===== config.mk =====
export PLATFORM = sky130hd
export DESIGN_NAME = axi_sram_responder
export DESIGN_NICKNAME = d
export VERILOG_FILES = /design/src/rtl/axi_sram_responder_pkg.sv /design/src/rtl/axi_sram_responder.sv
export SDC_FILE = /design/constraint.sdc
export NUM_CORES = 1
export LEC_CHECK = 0
export CORE_MARGIN = 5
export CORE_UTILIZATION = 42
export DETAILED_ROUTE_END_ITERATION = 10
export PLACE_DENSITY_LB_ADDON = 0.05
export SYNTH_ARGS = -nofsm -noshare
export SYNTH_HDL_FRONTEND = slang
export SYNTH_SLANG_ARGS = --single-unit

===== constraint.sdc =====
create_clock -name clk -period 2.92 [get_ports clk]
set_input_delay 0.292 -clock clk [delete_from_list [all_inputs] [get_ports clk]]
set_output_delay 0.292 -clock clk [all_outputs]
set_load 0.05 [all_outputs]

===== src/rtl/axi_sram_responder_pkg.sv =====
// Shared AXI response codes and wait-counter sizing for the SRAM responder.
package axi_sram_responder_pkg;
  localparam logic [1:0] RESP_OKAY   = 2'b00;
  localparam logic [1:0] RESP_EXOKAY = 2'b01;
  localparam logic [1:0] RESP_SLVERR = 2'b10;
  localparam logic [1:0] RESP_DECERR = 2'b11;

  localparam int WAIT_W = 3;
endpackage


===== src/rtl/axi_sram_responder.sv =====
// AXI-Lite responder driving an async 16-bit SRAM; one transaction at a time,
// fixed-length SRAM cycles, all SRAM controls registered.
module axi_sram_responder
  import axi_sram_responder_pkg::*;
#(
  parameter int AXI_ADDR_WIDTH = 20,
  parameter int AXI_DATA_WIDTH = 16,
  parameter int READ_WAIT      = 0,
  parameter int WRITE_WAIT     = 0,
  localparam int STRB_WIDTH    = AXI_DATA_WIDTH / 8
) (
  input  logic                      clk,
  input  logic                      reset,
  input  logic [AXI_ADDR_WIDTH-1:0] axi_awaddr,
  input  logic                      axi_awvalid,
  output logic                      axi_awready,
  input  logic [AXI_DATA_WIDTH-1:0] axi_wdata,
  input  logic [STRB_WIDTH-1:0]     axi_wstrb,
  input  logic                      axi_wvalid,
  output logic                      axi_wready,
  output logic [1:0]                axi_bresp,
  output logic                      axi_bvalid,
  input  logic                      axi_bready,
  input  logic [AXI_ADDR_WIDTH-1:0] axi_araddr,
  input  logic                      axi_arvalid,
  output logic                      axi_arready,
  output logic [AXI_DATA_WIDTH-1:0] axi_rdata,
  output logic [1:0]                axi_rresp,
  output logic                      axi_rvalid,
  input  logic                      axi_rready,
  output logic [AXI_ADDR_WIDTH-1:0] sram_addr,
  output logic [AXI_DATA_WIDTH-1:0] sram_data_o,
  output logic                      sram_data_oe,
  input  logic [AXI_DATA_WIDTH-1:0] sram_data_i,
  output logic                      sram_ce_n,
  output logic                      sram_oe_n,
  output logic                      sram_we_n,
  output logic [STRB_WIDTH-1:0]     sram_be_n
);

  typedef enum logic [2:0] {
    ST_IDLE,
    ST_READ,
    ST_RRESP,
    ST_WRITE,
    ST_WRESP
  } state_t;

  localparam logic [WAIT_W-1:0] RD_LOAD = READ_WAIT[WAIT_W-1:0];
  localparam logic [WAIT_W-1:0] WR_LOAD = WRITE_WAIT[WAIT_W-1:0];

  state_t            state;
  logic [WAIT_W-1:0] wait_cnt;
  logic              last_was_read;
  logic              wr_req;
  logic              grant_rd;
  logic              grant_wr;

  // A write needs both address and data present; the channels are never split.
  always_comb begin
    wr_req   = axi_awvalid && axi_wvalid;
    grant_rd = (state == ST_IDLE) && axi_arvalid && (!wr_req || !last_was_read);
    grant_wr = (state == ST_IDLE) && wr_req && !grant_rd;
  end

  assign axi_arready = grant_rd;
  assign axi_awready = grant_wr;
  assign axi_wready  = grant_wr;
  assign axi_bresp   = RESP_OKAY;
  assign axi_rresp   = RESP_OKAY;

  always_ff @(posedge clk) begin
    if (reset) begin
      state         <= ST_IDLE;
      wait_cnt      <= '0;
      last_was_read <= 1'b0;
      axi_rvalid    <= 1'b0;
      axi_bvalid    <= 1'b0;
      axi_rdata     <= '0;
      sram_addr     <= '0;
      sram_data_o   <= '0;
      sram_data_oe  <= 1'b0;
      sram_ce_n     <= 1'b1;
      sram_oe_n     <= 1'b1;
      sram_we_n     <= 1'b1;
      sram_be_n     <= '1;
    end else begin
      case (state)
        ST_IDLE: begin
          if (grant_rd) begin
            state         <= ST_READ;
            wait_cnt      <= RD_LOAD;
            last_was_read <= 1'b1;
            sram_addr     <= axi_araddr;
            sram_ce_n     <= 1'b0;
            sram_oe_n     <= 1'b0;
            sram_be_n     <= '0;
          end else if (grant_wr) begin
            state         <= ST_WRITE;
            wait_cnt      <= WR_LOAD;
            last_was_read <= 1'b0;
            sram_addr     <= axi_awaddr;
            sram_data_o   <= axi_wdata;
            sram_be_n     <= ~axi_wstrb;
            sram_ce_n     <= 1'b0;
            sram_we_n     <= 1'b0;
            sram_data_oe  <= 1'b1;
          end
        end
        ST_READ: begin
          if (wait_cnt == '0) begin
            state      <= ST_RRESP;
            axi_rdata  <= sram_data_i;
            axi_rvalid <= 1'b1;
            sram_oe_n  <= 1'b1;
            sram_be_n  <= '1;
          end else begin
            wait_cnt <= wait_cnt - 3'd1;
          end
        end
        ST_RRESP: begin
          if (axi_rready) begin
            state      <= ST_IDLE;
            axi_rvalid <= 1'b0;
            sram_ce_n  <= 1'b1;
          end
        end
        ST_WRITE: begin
          // we_n rises first; data and ce_n stay driven one more cycle for hold time.
          if (wait_cnt == '0) begin
            state      <= ST_WRESP;
            sram_we_n  <= 1'b1;
            axi_bvalid <= 1'b1;
          end else begin
            wait_cnt <= wait_cnt - 3'd1;
          end
        end
        ST_WRESP: begin
          if (axi_bready) begin
            state        <= ST_IDLE;
            axi_bvalid   <= 1'b0;
            sram_ce_n    <= 1'b1;
            sram_data_oe <= 1'b0;
            sram_be_n    <= '1;
          end
        end
        default: state <= ST_IDLE;
      endcase
    end
  end

endmodule


# --- After elaboration in Yosys (flattened, before gate mapping) ---
# Index checks and enable logic that the tools add are counted.
word_totals:
  ff_bits: 67
  output_inout_bits: 67
  wordCells: 98
op_classes:
  n_addsub: 1
  eq_ne: 13
  mux: 36
  n_bitwise: 2
  reduce_logical: 33
op_table:
  columns: ["op", "count"]
  rows:
  - ["20-bit two-way mux", 2]
  - ["3-bit two-way mux", 9]
  - ["2-bit != test (second input constant)", 8]
  - ["4-bit AND reduction", 4]
  - ["3-bit case mux with 5 select lines", 1]
  - ["3-bit AND reduction", 5]
  - ["2-bit nonzero test", 7]
  - ["1-bit two-way mux", 12]
  - ["1-bit case mux with 2 select lines", 5]
  - ["2-bit two-way mux", 4]
  - ["3-bit by 2-bit equality test with 1-bit output (second input constant)", 2]
  - ["3-bit logical NOT", 2]
  - ["2-bit case mux with 3 select lines", 1]
  - ["3-bit case mux with 2 select lines", 1]
  - ["3-bit nonzero test", 2]
  - ["1-bit logical AND", 5]
  - ["5-bit AND reduction", 1]
  - ["2-bit AND reduction", 2]
  - ["3-bit by 1-bit equality test with 1-bit output (second input constant)", 1]
  - ["3-bit equality test (second input constant)", 1]
  - ["1-bit logical NOT", 3]
  - ["3-bit != test (second input constant)", 1]
  - ["1-bit case mux with 3 select lines", 1]
  - ["3-bit by 1-bit subtractor with 3-bit output (second input constant)", 1]
  - ["other kinds (4)", 4]

# --- Logic depth before layout (Yosys ltp) ---
# Gate-level depths: netlist of run 1.
logic_depth:
  ltp_word: 9
  mapped_depth: 7
  ltp_nobuf: 6

# --- Least setup slack after synthesis of run 1 ---
# Ideal clock, no wire load.
synth_timing:
  kind: "reg-to-output"
  from: "register state[2]"
  to: "output axi_wready"
  arrival_ps: 1524
  setup_slack_ps: 1104
  path_stages_with_launch: 7
  path_cell_list: "dfxtp_1 buf_6 or3_4 nor3_2 buf_6 buf_12 buf_4"
synth_between:
  elab_chain_cells: 5
synth_rtl:
  columns: ["element", "line", "rtl"]
  rows:
  - ["start: declaration", "axi_sram_responder.sv:52", "state_t state;"]
  - ["start signal: assignment", "axi_sram_responder.sv:74", "state <= ST_IDLE;"]
  - ["start signal: assignment", "axi_sram_responder.sv:91", "state <= ST_READ;"]
  - ["start signal: assignment", "axi_sram_responder.sv:99", "state <= ST_WRITE;"]
  - ["3-bit logical NOT (*)", "axi_sram_responder.sv:62, axi_sram_responder.sv:63", null]
  - ["1-bit logical AND (2 in a row)", "axi_sram_responder.sv:62", "grant_rd = (state == ST_IDLE) && axi_arvalid && (!wr_req || !last_was_read);"]
  - ["1-bit logical NOT", "axi_sram_responder.sv:63", "grant_wr = (state == ST_IDLE) && wr_req && !grant_rd;"]
  - ["1-bit logical AND (*)", "axi_sram_responder.sv:63", null]
  - ["end: declaration", "axi_sram_responder.sv:20", "output logic axi_wready,"]
# Every way passes the cells marked *; elsewhere a longest branch is shown, timed or not.

# --- Worst setup path in the final report of run 1 ---
# Ends and elaborated chain as after synthesis.

==> results.tsv, run 1 <==
stage	metric	value	unit
finish	drive_gt1_frac	0.0653	
worst_setup_path	worstSetupPathType	reg2out	
clock_network	clock-sinks	67	
logic_synthesis	ys_types	34	
sta	skew	0.0107	ns
die	die_h	91.8	microns
sta	min_period	2.30	ns
place	dp_hpwl	5650	microns
clock_network	cts_max_level	3	
global_routing	globalRoute.busiestLayer	met2	
worst_setup_path	ff2ff_path_depth	5	
sta	report.final.hold_viol_count	0	
global_routing	grtUsageMet1	0.219	
global_routing	antenna_found_initial	0	
hold_path	hold_depth	2	
die	design.core.area	6420	sq um
flow_run	maxCapViolations	0	
routing	routed_wl	7890	microns
die	num_rows	29	
hold_path	hold_class	reg2reg	
clock_network	cts_inserted_buffers	9	
logic_synthesis	synthCells	336	
logic_synthesis	yosysWarnings	0	
power_and_ir_drop	power	3680	uW
sta	finalSetupViolCount	0	
clock_network	post_cts_buffers	0	
worst_setup_path	reg2reg_slack	0.98	ns
worst_setup_path	critPathSlowestCell	dfxtp_1	
worst_setup_path	critPathMaxFanout	20	
routing	wl_per_cell	14.3	microns
worst_setup_path	endpoint_kind	primary output	
sta	tightest_slew	0.707	ns
die	dieArea	8430	sq um
logic_synthesis	synthesis.area	2810	sq um
global_routing	gr-total-overflow	0	
die	ios	148	
clock_network	cts_tree	done	
finish	syn_to_final_growth	58.7	%
worst_setup_path	reg2reg_to	sram_we_n$_SDFFE_PP1P_	
finish	diodes	0	
global_routing	grt_util_met2	0.306	
logic_synthesis	synth_area_leaders	dfxtp_1, nand2_1, a311oi_1, mux2i_1, nor2_1	
routing	first_iter_violations	108	
global_routing	grt_usage	0.191	
clock_network	clk_pin_slew	0.07	ns
worst_setup_path	cp.arrival	2.01	ns
worst_setup_path	reg2reg_from	state[2]$_SDFFE_PP0P_	
logic_synthesis	ys_seq_area_frac	0.477	
global_routing	grt_pass1_vias	2757	
routing	vias	2776	
power_and_ir_drop	power_density	824	nW/um^2
sta	tns	0	ns
sta	finalCritPeriodShare	0.788	
global_routing	grt_pass1_wl	13000	microns
routing	ant_nets	0	
clock_network	clk_latency	0.35	ns
logic_synthesis	synth_top_area_frac	0.477	
clock_network	cts_root_buf	clkbuf_8	
power_and_ir_drop	leakagePower	0.00167	uW
die	die-width	91.8	microns
logic_synthesis	post_synth.cell_area_avg	8.37	sq um
sta	relSlewSlack	0.529	
worst_setup_path	crit_path_max_incr_delay	0.48	ns
clock_network	postCtsHoldBufs	0	
worst_setup_path	start_kind	register	
sta	slew_violations	0	
power_and_ir_drop	ir_drop	459	uV
sta	rsz0062_at_grt	false	
routing	first_pass_iters	4	
worst_setup_path	worstPathCellList	or3_4 > nor3_4 > buf_4 > buf_12	
routing	drcViolationCount	0	
global_routing	grt_max_degree	41	
logic_synthesis	yosys.area.top_type	dfxtp_1	
hold_path	min_from	axi_rdata[4]$_SDFFE_PP0P_	
global_routing	gr-usage-met3	0.0851	
clock_network	ctsResizeCount	0	
logic_synthesis	synth-seq-cells	67	
place	port_buffers	143	
finish	nets	553	
finish	final_common_cell	clkdlybuf4s50_1	
sta	clock.fmax	0.435	GHz
status	status	completed	
hold_path	holdPathEnd	axi_rdata[4]$_SDFFE_PP0P_	
routing	vias_per_cell	5.03	
die	start_util	0.438	
clock_network	clockBufferDepth	2	
finish	layout_common_cells	clkdlybuf4s50_1, nand2_1, dfxtp_1, nor2_1, a21oi_1	
worst_setup_path	cp.required	2.63	ns
place	place_congestion	0.808	
## final cells by class
cell class / instances / area (sq um)
fillers: 524 / 1960
repair buffers: 149 / 1500
flip-flops and latches: 67 / 1340
multi-input cells: 237 / 1300
clock buffers: 10 / 138
well taps: 77 / 96.3
clock inverters: 6 / 65.1
inverters: 6 / 22.5
## flip-flops by register name, indices dropped and copies added (netlist names), 2 cells and up
register	flops
wait_cnt	3
sram_be_n	2
sram_addr	20
sram_data_o	16
state	3
axi_rdata	16
## worst max-delay path by stage
stage	slack, ns	endpoint	depth (start not counted)	startpoint
after global routing	0.49	axi_wready	4	state[2]$_SDFFE_PP0P_
after detailed placement	0.96	sram_we_n$_SDFFE_PP1P_	6	axi_awvalid
after global placement	0.99	axi_wready	5	axi_wvalid
after floorplan	1.10	axi_wready	6	state[2]$_SDFFE_PP0P_
final	0.62	axi_wready	4	state[2]$_SDFFE_PP0P_
after CTS	0.59	axi_wready	4	state[2]$_SDFFE_PP0P_
## through the flow
step	instance area, sq um	hold slack (ns)	setup slack, ns	utilization	instances
final	4460	0.455	0.619	0.695	552
after global placement	4260	0.441	0.985	0.663	536
after detailed placement	4260	0.447	0.960	0.663	536
after global routing	4460	0.467	0.490	0.695	552
after floorplan	2820	0.428	1.10	-	339
after CTS	4460	0.458	0.593	0.695	552
## per-layer routing
metal / vias up / part of all wire
li1: 1405 / -
met5: - / 0
met4: 0 / 0.025
met3: 17 / 0.086
met2: 88 / 0.48
met1: 1266 / 0.41
## synth_stat cells
cell / count
a2111oi_0: 1
a211o_1: 1
a211oi_1: 2
a21o_1: 1
a21oi_1: 23
a311oi_1: 21
a31oi_1: 4
a41o_1: 1
and2_1: 1
buf_12: 1
buf_2: 7
buf_4: 5
buf_6: 2
clkbuf_1: 14
conb_1: 1
dfxtp_1: 67
ha_1: 2
inv_1: 5
inv_2: 1
mux2i_1: 18
nand2_1: 77
nand2b_1: 3
nand3_1: 6
nand3b_1: 2
nor2_1: 46
nor2b_1: 5
nor3_1: 3
nor3_2: 3
o21a_1: 4
o21ai_0: 5
o21bai_1: 1
o31ai_1: 1
or3_4: 1
xor2_1: 1
## kinds of logic (layout without fill, tap and decap cells)
| family | Yosys count | in the layout | synth area share |
|---|---|---|---|
| adders and majority gates | 2 | 2 | 0.00890 |
| muxes | 18 | 18 | 0.0641 |
| and+or+nand+nor | 147 | 147 | 0.220 |
| AOI/OAI and AO/OA | 65 | 65 | 0.158 |
| DFF | 67 | 67 | 0.477 |
| buffers and inverters | 35 | 171 | 0.0676 |
| xor gates and xnor gates | 1 | 1 | 0.00311 |
| other | 1 | 4 | 0.00133 |
## power by group
| part | leakage (uW) | internal (uW) | total (uW) | switching, uW |
|---|---|---|---|---|
| sequential | 0.000549 | 1090 | 1200 | 111 |
| combinational | 0.00102 | 610 | 1690 | 1080 |
| clock | 0.000102 | 417 | 785 | 367 |
| total | 0.00167 | 2120 | 3680 | 1560 |
## critical path, delay by kind of cell, from the launching register on
family	cells	cell delay (ns)
buffers and inverters	2	0.55
DFF	1	0.48
and+or+nand+nor	2	0.63
(Power assumes the default switching activity.)
==> run 2, diff against run 1 <==
--- a/config.mk
+++ b/config.mk
@@ -6,7 +6,7 @@
 export NUM_CORES = 1
 export LEC_CHECK = 0
 export CORE_MARGIN = 5
-export CORE_UTILIZATION = 42
+export CORE_UTILIZATION = 35
 export DETAILED_ROUTE_END_ITERATION = 10
 export PLACE_DENSITY_LB_ADDON = 0.05
 export SYNTH_ARGS = -nofsm -noshare
==> constraint.sdc (replaced) <==
create_clock -name clk -period 1.91 [get_ports clk]
set_input_delay 0.191 -clock clk [delete_from_list [all_inputs] [get_ports clk]]
set_output_delay 0.191 -clock clk [all_outputs]
set_load 0.05 [all_outputs]
==> run 2 against run 1 <==
Cell count rose by 6.5%. Via count increased by 0.90%. Wire length is 5.3% higher. Register-to-register slack worse by 0.79 ns. Critical path depth unchanged. Highest routed layer unchanged.
==> results.tsv, run 2 (same netlist as run 1, synthesis figures left out) <==
stage	metric	value	unit
die	design.core.area	7770	sq um
hold_path	min_from	reset	
finish	diodes	0	
routing	vias	2801	
worst_setup_path	reg2reg_to	sram_data_o[14]$_SDFFE_PP0P_	
place	dpl_worst_slack	0.141	ns
routing	ant_nets	0	
sta	finalCritPeriodShare	0.965	
place	dp.cells	568	
finish	drive_gt1_frac	0.0864	
finish	top_register	sram_addr	
worst_setup_path	critPathMaxFanout	7	
power_and_ir_drop	leakagePower	0.00175	uW
place	port_buffers	143	
worst_setup_path	reg2reg_from	state[0]$_SDFFE_PP0P_	
sta	clock.fmax	0.543	GHz
power_and_ir_drop	power_density	1250	nW/um^2
place	dp_hpwl	6000	microns
sta	finalSetupViolCount	0	
worst_setup_path	endpoint_kind	primary output	
clock_network	clock-sinks	67	
finish	nets	565	
flow_run	maxCapViolations	0	
status	status	completed	
die	num_rows	32	
worst_setup_path	start_kind	register	
worst_setup_path	ff2ff_path_depth	6	
global_routing	antenna_found_initial	0	
finish	stdcell_area	4640	sq um
finish	final_common_cell	clkdlybuf4s50_1	
clock_network	cts_root_buf	clkbuf_8	
sta	relSlewSlack	0.611	
clock_network	clockBufferDepth	2	
worst_setup_path	startpoint	state[0]$_SDFFE_PP0P_	
die	dieArea	9930	sq um
routing	drcViolationCount	0	
die	die_h	99.6	microns
global_routing	grt_max_degree	41	
global_routing	gr-total-overflow	0	
finish	syn_to_final_growth	64.9	%
die	ios	148	
routing	first_pass_iters	4	
clock_network	cts_tree	done	
worst_setup_path	cp.arrival	1.65	ns
sta	fin_ws	0.0677	ns
worst_setup_path	reg2reg_slack	0.19	ns
worst_setup_path	cp.required	1.72	ns
sta	slew_violations	0	
finish	instances_no_fill	588	
finish	fin_util	0.597	
power_and_ir_drop	ir_drop	503	uV
die	start_util	0.362	
sta	report.final.hold_viol_count	0	
global_routing	grt_usage	0.166	
routing	first_iter_violations	82	
hold_path	hold_class	in2reg	
finish	reg_top3	sram_addr: 20 flops, axi_rdata: 16 flops, sram_data_o: 16 flops	
die	die-width	99.6	microns
sta	min_period	1.84	ns
clock_network	clk_latency	0.33	ns
finish	largest_reg_flops	20	
global_routing	grt_pass1_wl	13300	microns
routing	vias_per_cell	4.76	
clock_network	clk_pin_slew	0.07	ns
place	place_congestion	0.855	
finish	layout_common_cells	clkdlybuf4s50_1, nand2_1, dfxtp_1, nor2_1, a21oi_1	
routing	wl_per_cell	14.1	microns
worst_setup_path	worstSetupPathType	reg2out	
hold_path	hold_depth	2	
sta	skew	0.00354	ns
sta	tightest_slew	0.583	ns
place	place_area	4370	sq um
hold_path	holdPathEnd	sram_data_o[0]$_SDFFE_PP0P_	
routing	routed_wl	8310	microns
clock_network	cts_max_level	3	
global_routing	grt_pass1_vias	2815	
clock_network	cts_inserted_buffers	9	
-- run 2: changes by cell type in the layout (fill, tap and decap cells not counted), moves of 2 or more --
cell / change
clkinv_4: -2
clkbuf_1: +2
buf_4: +8
buf_12: +2
-- run 2: worst max-delay path, stage by stage, from the launching register on --
cell	delay [ns]
dfxtp_2	0.36
or3_4	0.40
nor3_4	0.25
buf_6	0.18
buf_12	0.14
-- run 2: through the flow --
stage / TNS (ns) / total power, uW / hold slack, ns
after floorplan: 0 / 3590 / 0.327
after global placement: 0 / 4560 / 0.442
after detailed placement: 0 / 4580 / 0.447
after CTS: 0 / 5790 / 0.346
after global routing: -0.00200 / 6130 / 0.369
final: 0 / 5780 / 0.344
-- run 2: how the worst max path moves through the flow --
stage                                              to  slack, ns  cells after the start
final                                      axi_wready       0.07                      4
after CTS                                 axi_arready      0.006                      6
after floorplan                            axi_wready       0.19                      6
after global routing                       axi_wready     -0.002                      4
after detailed placement  sram_data_o[0]$_SDFFE_PP0P_       0.14                      6
after global placement    sram_data_o[3]$_SDFFE_PP0P_       0.18                      6
-- run 2: power breakdown --
part | switching, uW | internal, uW
Sequential | 139 | 1670
Combinational | 1740 | 1070
Clock | 501 | 667
Total | 2380 | 3410
-- run 2: what timing repair did --
item / in CTS / in global routing
pin swaps: 1 / 2
cloned: 0 / 1
setup endpoints to repair: 3 / 3
setup buffers: 2 / 2
gates resized for setup: 3 / 2
hold buffers: 0 / 0
-- run 2: routing by layer --
metal / vias to the layer above / track usage / share of wire
met5: - / 0 / 0
met4: 0 / 0.0641 / 0.016
met3: 12 / 0.0596 / 0.085
met2: 89 / 0.268 / 0.48
met1: 1275 / 0.201 / 0.42
li1: 1425 / - / -
-- run 2: layout make-up --
type	instances	area, sq um
Multi-Input combinational cell	237	1310
Sequential cell	67	1340
Inverter	6	25.0
Tap cell	102	128
Clock inverter	2	35.0
Fill cell	728	3130
Timing Repair Buffer	161	1640
Clock buffer	13	159
==> run 3, diff against run 2 <==
--- a/config.mk
+++ b/config.mk
@@ -5,6 +5,7 @@
 export SDC_FILE = /design/constraint.sdc
 export NUM_CORES = 1
 export LEC_CHECK = 0
+export ABC_CLOCK_PERIOD_IN_PS = 1910
 export CORE_MARGIN = 5
 export CORE_UTILIZATION = 35
 export DETAILED_ROUTE_END_ITERATION = 10
==> results of run 3 <==
Final layout, timing and power as in run 2 (identical DEF).
